`config.mk`:
```
export PLATFORM = sky130hd
export DESIGN_NAME = video_sync_cleaner_flat
export DESIGN_NICKNAME = d
export VERILOG_FILES = /design/src/rtl/video_sync_cleaner_if.sv /design/src/rtl/video_sync_cleaner.sv /design/src/flat_wrapper.sv
export SDC_FILE = /design/constraint.sdc
export NUM_CORES = 1
export LEC_CHECK = 0
export CAP_MARGIN = 20
export CORE_UTILIZATION = 59
export CTS_CLUSTER_DIAMETER = 150
export DETAILED_ROUTE_END_ITERATION = 7
export PLACE_DENSITY = 0.86
export SETUP_SLACK_MARGIN = 0.15
export SYNTH_ARGS = -nofsm -noshare
export SYNTH_HDL_FRONTEND = slang
export SYNTH_SLANG_ARGS = --single-unit
```
`constraint.sdc`:
```
create_clock -name iPCLK -period 4.7 [get_ports iPCLK]
set_input_delay 0.47 -clock iPCLK [delete_from_list [all_inputs] [get_ports iPCLK]]
set_output_delay 0.47 -clock iPCLK [all_outputs]
set_load 0.005 [all_outputs]
```
`src/rtl/video_sync_cleaner_if.sv`:
```
// Raw/clean video bundle for the sync cleaner.
// master drives raw video and sees cleaned output; slave is the cleaner.
interface video_sync_cleaner_if;
  logic        iCE;
  logic [23:0] iRGB;
  logic        iHS;
  logic        iVS;
  logic        iHBLANK;
  logic        iVBLANK;
  logic [23:0] oRGB;
  logic        oHS;
  logic        oVS;
  logic        oDE;
  logic        oCE;

  modport master (
    output iCE, iRGB, iHS, iVS,
    output iHBLANK, iVBLANK,
    input  oRGB, oHS, oVS, oDE, oCE
  );

  modport slave (
    input  iCE, iRGB, iHS, iVS,
    input  iHBLANK, iVBLANK,
    output oRGB, oHS, oVS, oDE, oCE
  );
endinterface

```
`src/rtl/video_sync_cleaner.sv`:
```
// Sync polarity normaliser, VS-to-HS realigner and DE/blank generator.
// Feeds the scanlines stage with active-high syncs and black borders.
module video_sync_cleaner #(
  parameter int unsigned H_CNT_W     = 12,
  parameter int unsigned V_CNT_W     = 10,
  parameter bit          BLANK_BLACK = 1'b1
) (
  input logic                 iPCLK,
  input logic                 iRST,
  video_sync_cleaner_if.slave vid
);

  logic               hsPrev;
  logic               polH;
  logic [H_CNT_W-1:0] hCntHi;
  logic [H_CNT_W-1:0] hCntLo;

  logic               hsnPrev;
  logic               vsPrev;
  logic               polV;
  logic [V_CNT_W-1:0] vCntHi;
  logic [V_CNT_W-1:0] vCntLo;

  logic               hblPrev;
  logic               vbl;

  logic               hsRise;
  logic               hsN;
  logic               hsnRise;
  logic               vsRise;
  logic               vsN;
  logic               hblRise;
  logic               vblNx;
  logic               deNx;
  logic [23:0]        rgbNx;
  logic [H_CNT_W-1:0] hHiInc;
  logic [H_CNT_W-1:0] hLoInc;
  logic [V_CNT_W-1:0] vHiInc;
  logic [V_CNT_W-1:0] vLoInc;

  // Syncs are normalised with the polarity held before this sample.
  always_comb begin
    hsRise  = vid.iHS & ~hsPrev;
    hsN     = vid.iHS ^ polH;
    hsnRise = hsN & ~hsnPrev;
    vsRise  = vid.iVS & ~vsPrev;
    vsN     = vid.iVS ^ polV;
    hblRise = vid.iHBLANK & ~hblPrev;
    vblNx   = hblRise ? vid.iVBLANK : vbl;
    deNx    = ~(vid.iHBLANK | vblNx);
    rgbNx   = (BLANK_BLACK && !deNx) ? 24'h0
                                     : vid.iRGB;
  end

  always_comb begin
    hHiInc = (&hCntHi) ? hCntHi
                       : hCntHi + H_CNT_W'(1);
    hLoInc = (&hCntLo) ? hCntLo
                       : hCntLo + H_CNT_W'(1);
    vHiInc = (&vCntHi) ? vCntHi
                       : vCntHi + V_CNT_W'(1);
    vLoInc = (&vCntLo) ? vCntLo
                       : vCntLo + V_CNT_W'(1);
  end

  // HS polarity: majority of high vs low time, decided at each raw rise.
  always_ff @(posedge iPCLK) begin
    if (iRST) begin
      hsPrev <= 1'b0;
      polH   <= 1'b0;
      hCntHi <= '0;
      hCntLo <= '0;
    end else if (vid.iCE) begin
      hsPrev <= vid.iHS;
      if (hsRise) begin
        polH   <= (hCntHi > hCntLo);
        hCntHi <= H_CNT_W'(1);
        hCntLo <= '0;
      end else if (vid.iHS) begin
        hCntHi <= hHiInc;
      end else begin
        hCntLo <= hLoInc;
      end
    end
  end

  // VS polarity counted in lines, one step per clean HS leading edge.
  always_ff @(posedge iPCLK) begin
    if (iRST) begin
      hsnPrev <= 1'b0;
      vsPrev  <= 1'b0;
      polV    <= 1'b0;
      vCntHi  <= '0;
      vCntLo  <= '0;
    end else if (vid.iCE) begin
      hsnPrev <= hsN;
      if (hsnRise) begin
        vsPrev <= vid.iVS;
        if (vsRise) begin
          polV   <= (vCntHi > vCntLo);
          vCntHi <= V_CNT_W'(1);
          vCntLo <= '0;
        end else if (vid.iVS) begin
          vCntHi <= vHiInc;
        end else begin
          vCntLo <= vLoInc;
        end
      end
    end
  end

  always_ff @(posedge iPCLK) begin
    if (iRST) begin
      hblPrev  <= 1'b0;
      vbl      <= 1'b0;
      vid.oHS  <= 1'b0;
      vid.oVS  <= 1'b0;
      vid.oDE  <= 1'b0;
      vid.oRGB <= '0;
    end else if (vid.iCE) begin
      hblPrev  <= vid.iHBLANK;
      vbl      <= vblNx;
      vid.oHS  <= hsN;
      vid.oDE  <= deNx;
      vid.oRGB <= rgbNx;
      if (hsnRise) begin
        vid.oVS <= vsN;
      end
    end
  end

  always_ff @(posedge iPCLK) begin
    if (iRST) begin
      vid.oCE <= 1'b0;
    end else begin
      vid.oCE <= vid.iCE;
    end
  end

endmodule

```
`src/flat_wrapper.sv`:
```
// flat-port wrapper written by rule: the top's interface ports become plain ports
module video_sync_cleaner_flat 
#(
  parameter int unsigned H_CNT_W     = 12,
  parameter int unsigned V_CNT_W     = 10,
  parameter bit          BLANK_BLACK = 1'b1
)
  (iPCLK, iRST, vid_iCE, vid_iRGB, vid_iHS, vid_iVS, vid_iHBLANK, vid_iVBLANK, vid_oRGB, vid_oHS, vid_oVS, vid_oDE, vid_oCE);
  video_sync_cleaner_if vid_i ();
  input logic iPCLK;
  input logic iRST;
  input wire logic [$bits(vid_i.iCE)-1:0] vid_iCE;
  input wire logic [$bits(vid_i.iRGB)-1:0] vid_iRGB;
  input wire logic [$bits(vid_i.iHS)-1:0] vid_iHS;
  input wire logic [$bits(vid_i.iVS)-1:0] vid_iVS;
  input wire logic [$bits(vid_i.iHBLANK)-1:0] vid_iHBLANK;
  input wire logic [$bits(vid_i.iVBLANK)-1:0] vid_iVBLANK;
  output wire logic [$bits(vid_i.oRGB)-1:0] vid_oRGB;
  output wire logic [$bits(vid_i.oHS)-1:0] vid_oHS;
  output wire logic [$bits(vid_i.oVS)-1:0] vid_oVS;
  output wire logic [$bits(vid_i.oDE)-1:0] vid_oDE;
  output wire logic [$bits(vid_i.oCE)-1:0] vid_oCE;
  assign vid_i.iCE = vid_iCE;
  assign vid_i.iRGB = vid_iRGB;
  assign vid_i.iHS = vid_iHS;
  assign vid_i.iVS = vid_iVS;
  assign vid_i.iHBLANK = vid_iHBLANK;
  assign vid_i.iVBLANK = vid_iVBLANK;
  assign vid_oRGB = vid_i.oRGB;
  assign vid_oHS = vid_i.oHS;
  assign vid_oVS = vid_i.oVS;
  assign vid_oDE = vid_i.oDE;
  assign vid_oCE = vid_i.oCE;
  video_sync_cleaner #(.H_CNT_W(H_CNT_W), .V_CNT_W(V_CNT_W), .BLANK_BLACK(BLANK_BLACK)) u_core (.iPCLK(iPCLK), .iRST(iRST), .vid(vid_i));
endmodule
```
== Yosys cells after proc, flatten, opt, wreduce, memory -nomap -nowiden ==
Index checks and enable logic that the tools add are counted.

* Bits in registers: 78
* Output and inout bits: 28

* $add $sub $neg: 4
* Magnitude comparators: 2
* Eq/ne operators: 6
* Multiplexer cells: 14
* Bitwise operators: 12
* Reduce and logical (&&, ||, !) cells: 13

{| class="wikitable"
|+ Operators by type and width
! kind !! number
|-
| $mux W12 || 6
|-
| $mux W10 || 6
|-
| $add A12 B1 Y12 const B || 2
|-
| $mux W24 || 1
|-
| $reduce_and A12 Y1 || 2
|-
| $add A10 B1 Y10 const B || 2
|-
| $reduce_and A10 Y1 || 2
|-
| $gt A12 B12 Y1 || 1
|-
| $ne A2 B1 Y1 const B || 6
|-
| $gt A10 B10 Y1 || 1
|-
| $reduce_and A3 Y1 || 3
|-
| $reduce_and A4 Y1 || 2
|-
| $not A1 Y1 || 5
|-
| $and A1 B1 Y1 || 4
|-
| $reduce_and A2 Y1 || 2
|-
| $reduce_bool A2 Y1 || 2
|-
| $xor A1 B1 Y1 || 2
|-
| $mux W1 || 1
|-
| $or A1 B1 Y1 || 1
|}

== Logic depth before layout (Yosys ltp) ==
Gate-level depths: netlist (run 1).

* Depth after elaboration: 5
* Depth in mapped cells: 8
* Depth with buffers taken out: 7

== Worst setup path before layout (run 1) ==
Ideal clock, no wire load.

* Path kind: input to register
* From: input port vid_iCE
* To: register u_core.vCntLo[3]
* Setup time: 87 ps
* Data arrival time: 1819 ps
* Required time: 4613 ps
* Path slack: 2794 ps
* Stages on the path: 6
* Path buffers: 2
* Path through: buf_2 nand2b_1 or2_4 or4_4 buf_6 o31ai_1

* Longest elaborated chain between the ends: 1

{| class="wikitable"
|+ RTL lines
! what !! RTL line !! text
|-
| from (decl) || flat_wrapper.sv:12 || <nowiki>input wire logic [$bits(vid_i.iCE)-1:0] vid_iCE;</nowiki>
|-
| $reduce_and A4 Y1 (no source line) || -- ||
|-
| to (signal assigned) || video_sync_cleaner.sv:106 || <nowiki>vCntLo <= vLoInc;</nowiki>
|-
| to (decl) || video_sync_cleaner.sv:22 || <nowiki>logic [V_CNT_W-1:0] vCntLo;</nowiki>
|}

Every way passes these cells.
A chain may end at the register's enable or synchronous reset.

== Worst setup path after layout (run 1) ==
* From: register u_core.hCntLo[0]
* To: register u_core.hCntLo[9]

* Longest elaborated chain between the ends: 4
* Elaborated cells between the ends (all ways): 7

{| class="wikitable"
|+ RTL lines
! what !! RTL line !! text
|-
| from (decl) || video_sync_cleaner.sv:16 || <nowiki>logic [H_CNT_W-1:0] hCntLo;</nowiki>
|-
| from (signal assigned) || video_sync_cleaner.sv:82 || <nowiki>hCntLo <= hLoInc;</nowiki>
|-
| $add A12 B1 Y12 || video_sync_cleaner.sv:59 || <nowiki>: hCntLo + H_CNT_W'(1);</nowiki>
|-
| $mux W12 || video_sync_cleaner.sv:58 || <nowiki>hLoInc = (&hCntLo) ? hCntLo</nowiki>
|-
| $mux W12 || video_sync_cleaner.sv:79 || <nowiki>end else if (vid.iHS) begin</nowiki>
|-
| $mux W12 || video_sync_cleaner.sv:75 || <nowiki>if (hsRise) begin</nowiki>
|}

Parallel ways exist; a longest one is shown, timed or not. The select of a mux whose other input is x is not followed.

==> run summary, run 1 <==
Status: finished, violations left
Failing checks: design-rule violations
Syn. warnings: 0
FF-to-FF path depth: 6
DRT iter0 DRCs: 448
Tmin final: 2.388 ns
Routed Antenna Nets: 0
Post-synth top area share: 38.99%
Ys async rst share: 0%
Post-synth net total: 547
Root buf cell: clkbuf_8
Worst vdd ir: 0.0002097 V
Hold buffer count at cts: 0
Headroom to the max-slew limit: 40.37%
Critical path's slowest cell: nor2_1
Antenna cells: 0
Predominant post-synthesis flop cell: dfxtp_1
CTS tree: done
Unrepaired setup endpoints after global routing: no
CP max FO: 9
Layout cells sized above 1: 4.963%
Largest net degree at the start of global routing: 64
# resized after CTS: 0
Flops & latches, synth: 78
Post-CTS Setup Inserts: 0
RR Endpoint: u_core.hCntLo[9]
Post-synth EDFFs: 0
Final Skew: 0.01309 ns
Synth area leaders: dfxtp_1 (39%), ha_1 (8.1%), nor2_1 (6.2%)
Max-Cap Viols: 0
Clock Latency Late Sink: 0.36 ns
Clock transition at path regs: 0.08 ns
Tcrit/Tclk final: 50.81%
First-pass GRT wire length: 17060 um
Num CTS Buffers: 9
Initial Utilization: 62.01%
Leakage power: 0.001728 uW
Detailed Place HPWL: 6979 um
Hold_sp: u_core.vCntLo[8]
Fmax: 0.4188 GHz
Final setup fails: 0
Clock Sinks: 78
CP Cell Sequence: ha_1 > nand4_1 > o31a_1 > nor2_1 > nand2_1 > a21oi_1
Post-Route WL: 10240 um
GRT overflow: 0
DRT Pass-1 Iters: 8
Crit-path max cell delay: 0.53 ns
Die Y: 84.39 um
Synth Area per Inst: 8.174 um2
Worst R2R Start: u_core.hCntLo[0]
Avg Vias per Cell: 6.403
Yosys top cell by area: dfxtp_1
Arr. time, crit path: 2.67 ns
Die width: 84.39 um
Max H-tree Level: 3
Via count: 3976
Mapped Cells: 490
Nets: 596
Slew Viols, Final: 0
Setup CP Type: flip-flop to flip-flop
GP Congestion: 0.9040
HP Class: flip-flop to flip-flop
Crit start category: flip-flop
PD cells: 293.9 nW/um2
# port buffers: 58
Top-count cell post-synth: dfxtp_1
Global-route usage over all layers: 29.70%
Die ar.: 7122 um2
Worst Path Required: 4.99 ns
CP Capture Type: flip-flop
Post-synth cell types: 53
Netlist Area Pre-Place: 4005 um2
FF-to-FF setup slack: 2.31 ns
Final Hold Viols: 0
DRC: 2
Rows: 29
Worst slew pin tran: 0.8829 ns
Register area share after synthesis: 38.99%
Vias in the first global route: 3669
Clock buffer depth: 2
Worst slack, placed: 2.035 ns
Setup ws final: 2.312 ns
Hold path cells: 2
Commonest cells post-synth: dfxtp_1 (78), nor2_1 (66), a21oi_1 (34), nand3_1 (29)
Hold Path End: u_core.vCntLo[8]
Layout area overhead: 20.81%
Core area: 6459 um2
WL per Instance: 16.49 um
Setup tns final: 0 ns
Initial antenna violation count: 0
# IOs: 59
-- kinds of logic after synthesis --
logic type | Yosys count | share of synthesized area, %
AOI/OAI and AO/OA | 128 | 20.93
xor gates and xnor gates | 8 | 1.750
adders and majority gates | 26 | 8.122
buffers and inverters | 52 | 5.092
DFF | 78 | 38.99
muxes | 4 | 0.9997
and+or+nand+nor | 194 | 24.12
-- state kept, by name, summed over array words and instances, names as in the netlist, 10 cells and up, named ones only --
name             count
u_core.hCntLo       12
u_core.hCntHi       12
u_core.vCntLo       10
u_core.vCntHi       10
u_core.vid.oRGB     24
-- final cells by class --
class | instances | area (um2)
Sequential cell | 78 | 1562
Clock buffer | 11 | 151.4
Multi-Input combinational cell | 360 | 2245
Inverter | 30 | 112.6
Clock inverter | 5 | 81.33
Timing Repair Buffer | 60 | 590.6
Fill cell | 475 | 1620
Tap cell | 77 | 96.34
-- worst max-delay path by stage --
| stage | from | end | slack [ns] | cells past startpoint |
|---|---|---|---|---|
| CTS | vid_iHS | u_core.hCntHi[10] | 2.41 | 5 |
| floorplan | vid_iCE | u_core.vCntLo[3] | 2.79 | 6 |
| finish | u_core.hCntLo[0] | u_core.hCntLo[9] | 2.31 | 6 |
| detailed placement | vid_iHS | u_core.hCntHi[10] | 2.03 | 5 |
| global placement | vid_iVS | u_core.vCntHi[6] | 2.13 | 6 |
| global route | u_core.hCntLo[0] | u_core.hCntLo[5] | 2.17 | 6 |
-- stage by stage --
step	util, %	instances	cell area (um2)	total power, uW	hold slack (ns)
2_1_floorplan	-	490	4005	780.8	0.4458
3_3_place_gp	71.31	605	4606	844.5	0.4664
3_5_place_dp	71.31	605	4606	849.2	0.4773
4_1_cts	74.91	621	4838	1424	0.4890
5_1_grt	74.91	621	4838	1467	0.5392
6_report	74.91	621	4838	1422	0.4892
-- power breakdown --
| group | internal, uW | switching [uW] | total, uW |
|---|---|---|---|
| registers | 676 | 13.8 | 690 |
| logic | 69.0 | 78.2 | 147 |
| clock network | 328 | 257 | 585 |
-- critical path: cells and delay by family (launching register included) --
kind            cells  cell delay, ns
simple gates        3            0.98
compound gates      2            0.63
flops               1            0.45
fa+ha+maj           1            0.25
-- routing by layer --
| layer | track usage (%) | share of wire, % | wire length (um) |
|---|---|---|---|
| met5 | 0 | 0 | 0 |
| met3 | 9.440 | 8.9 | 910 |
| met2 | 45.98 | 45 | 4587 |
| met1 | 37.90 | 43 | 4440 |
| met4 | 13.87 | 2.9 | 300 |
-- cell usage in the layout, fill, tap and decap left out, drive strengths merged, types with 5 or more instances in the layout --
| cell | instances |
|---|---|
| a22oi | 24 |
| a211oi | 6 |
| a31oi | 5 |
| or4 | 7 |
| clkbuf | 11 |
| ha | 26 |
| xor2 | 6 |
| o21ai | 26 |
| inv | 29 |
| nand3 | 29 |
| clkdlybuf4s50 | 57 |
| nor2 | 66 |
| a21oi | 34 |
| dfxtp | 78 |
| nand4 | 18 |
| o31ai | 13 |
| nand2 | 28 |
| and3 | 9 |
| nor3 | 10 |
Note: power is estimated with default switching activity, not from simulation.
==> run 2, diff against run 1 <==
--- a/config.mk
+++ b/config.mk
@@ -6,10 +6,10 @@
 export NUM_CORES = 1
 export LEC_CHECK = 0
 export CAP_MARGIN = 20
-export CORE_UTILIZATION = 59
+export CORE_UTILIZATION = 49
 export CTS_CLUSTER_DIAMETER = 150
 export DETAILED_ROUTE_END_ITERATION = 7
-export PLACE_DENSITY = 0.86
+export PLACE_DENSITY = 0.76
 export SETUP_SLACK_MARGIN = 0.15
 export SYNTH_ARGS = -nofsm -noshare
 export SYNTH_HDL_FRONTEND = slang
==> constraint.sdc (replaced) <==
create_clock -name iPCLK -period 1.99 [get_ports iPCLK]
set_input_delay 0.199 -clock iPCLK [delete_from_list [all_inputs] [get_ports iPCLK]]
set_output_delay 0.199 -clock iPCLK [all_outputs]
set_load 0.005 [all_outputs]
==> run summary, run 2 (synthesis results as in run 1) <==
GRT overflow: 0 (unchanged)
Unrepaired setup endpoints after global routing: yes
Multi-input logic area: 2337 um2 (+4.1%)
Layout area overhead: 30.40%
Most common cell after layout, fill and taps aside: dfxtp_1
Post-Route WL: 10250 um (+0.14%)
Rows: 32 (+10%)
Critical path's slowest cell: dfxtp_1
Tcrit/Tclk final: 91.77% (+41 points)
Largest Register: u_core.vid.oRGB
CTS tree: done
Clock transition at path regs: 0.09 ns (about the same)
WL per Instance: 15.03 um (-8.8%)
Die ar.: 8540 um2 (+20%)
Core area: 7807 um2 (+21%)
Commonest non-fill, non-tap cells in the layout: dfxtp_1 (71), nor2_1 (64), clkdlybuf4s50_1 (57)
Die Y: 92.41 um (+9.5%)
Worst vdd ir: 0.0004542 V (+120%)
Routed Antenna Nets: 0 (unchanged)
Nets: 632 (+6.0%)
Non-filler instance count after layout: 682 (+9.8%)
Final instance area: 5223 um2 (+7.9%)
Crit start category: flip-flop
Largest registers: u_core.vid.oRGB (24), u_core.hCntHi (12), u_core.hCntLo (12)
DRT iter0 DRCs: 159 (-65%)
Detailed Place HPWL: 7411 um (+6.2%)
Final setup fails: 0 (unchanged)
Global-route usage over all layers: 24.90% (-4.8 points)
Crit-path max cell delay: 0.41 ns (-0.12 ns)
PD cells: 613.2 nW/um2 (+110%)
Vias in the first global route: 3848 (+4.9%)
GP Congestion: 0.9272 (+2.6%)
Max H-tree Level: 3 (unchanged)
Clock Sinks: 78 (unchanged)
# IOs: 59 (unchanged)
# port buffers: 58 (unchanged)
Cell Area, Placed: 4932 um2 (+7.1%)
Clock buffer depth: 2 (unchanged)
Worst slew pin tran: 0.4113 ns (-0.4716 ns)
Hold buffer count at cts: 0 (unchanged)
Arr. time, crit path: 2.05 ns (-0.62 ns)
Setup CP Type: flip-flop to flip-flop
Largest net degree at the start of global routing: 29 (-55%)
Antenna cells: 0 (unchanged)
First-pass GRT wire length: 17280 um (+1.3%)
Status: finished clean
HP Class: input pin to flip-flop
Via count: 3993 (+0.43%)
DP Cell Count: 666 (+10%)
Initial antenna violation count: 0 (unchanged)
Num CTS Buffers: 9 (unchanged)
Slew Viols, Final: 0 (unchanged)
Layout cells sized above 1: 14.66% (+9.7 points)
Leakage power: 0.001919 uW (+11%)
Max FFs per register: 24 (unchanged)
Clock Latency Late Sink: 0.35 ns (about the same)
Fill count: 661 (+39%)
Register area: 1570 um2 (+0.56%)
Avg Vias per Cell: 5.855 (-8.6%)
Final Skew: 0.01493 ns (+0.001837 ns)
Final Hold Viols: 0 (unchanged)
Die width: 92.41 um (+9.5%)
CP Cell Sequence: inv_1 > ha_1 > and4_1 > nand4_1 > a21oi_1 > a2111oi_1 > a211oi_1
Root buf cell: clkbuf_8
CP Capture Type: flip-flop
DRT Pass-1 Iters: 5 (-3)
Initial Utilization: 51.30% (-11 points)
Fmax: 0.5476 GHz (+31%)
Tmin final: 1.826 ns (-0.5619 ns)
Worst Path Required: 2.21 ns (-2.78 ns)
Max-Cap Viols: 0 (unchanged)
Headroom to the max-slew limit: 72.38% (+32 points)
CP max FO: 5 (-4)
DRC: 0 (-2)
[run 2: cell count changes in the layout (fill, tap and decap cells not counted), moves of 3 or more]
cell	delta
nor3_2	+3
nor3_1	-3
ha_1	-3
dfxtp_1	-7
dfxtp_2	+7
buf_4	+34
inv_6	+4
[run 2: area by class of cell]
class,count,share of cell area [%]
multi-input combinational,360,44.75
sequential,78,30.07
timing repair buffer,96,16.96
clock buffer,10,2.635
tap,102,2.444
inverter,30,2.156
clock inverter,6,0.9823
[run 2: per-stage QoR]
step           utilization (%)  setup WS [ns]  total power (uW)  hold slack (ns)  setup TNS [ns]
6_report                 66.89         0.1638              3202           0.1729               0
5_1_grt                  66.89        0.06719              3341           0.1767               0
4_1_cts                  65.67         0.1581              3208           0.1569               0
3_5_place_dp             63.17        -0.1392              2075           0.4800         -0.9717
3_3_place_gp             63.17       -0.09577              2065           0.4683         -0.6308
2_1_floorplan                -         0.2319              1844           0.3171               0
[run 2: path summary, 6_finish.rpt]
path	from	to	slack, ns	cells after the start
min	iRST	u_core.polV	0.17	2
min reg2reg	u_core.vCntLo[8]	u_core.vCntLo[8]	0.49	2
max	u_core.hCntLo[10]	u_core.polH	0.16	7
max reg2reg	u_core.hCntLo[10]	u_core.polH	0.16	7
[run 2: report_power, final]
part | total [uW] | switching (uW) | internal [uW] | leakage, uW
registers | 1620 | 26.8 | 1600 | 0.000636
clock network | 1150 | 643 | 508 | 0.0000943
logic | 428 | 205 | 223 | 0.00119
[run 2: metal layers]
metal / global-route usage, % / part of all wire (%) / up-vias
met3: 5.747 / 7.0 / 16
met1: 33.01 / 46 / 1865
li1: - / - / 1968
met2: 39.51 / 46 / 144
met4: 8.854 / 1.2 / 0
met5: 0 / 0 / -
[run 2: what timing repair did]
item,4_1_cts,5_1_grt
pin swaps,0,2
setup buffers,0,0
setup endpoints to repair,2,24
resized for setup,2,26
[run 2: worst max-delay path, delay by kind of cell, from the launching register on]
kind                     cells  cell delay (ns)
buffers and inverters        1             0.08
adder cells (fa/ha/maj)      1             0.31
flip-flops                   1             0.41
AO/OA/AOI/OAI                3             0.55
AND/OR/NAND/NOR              2             0.34
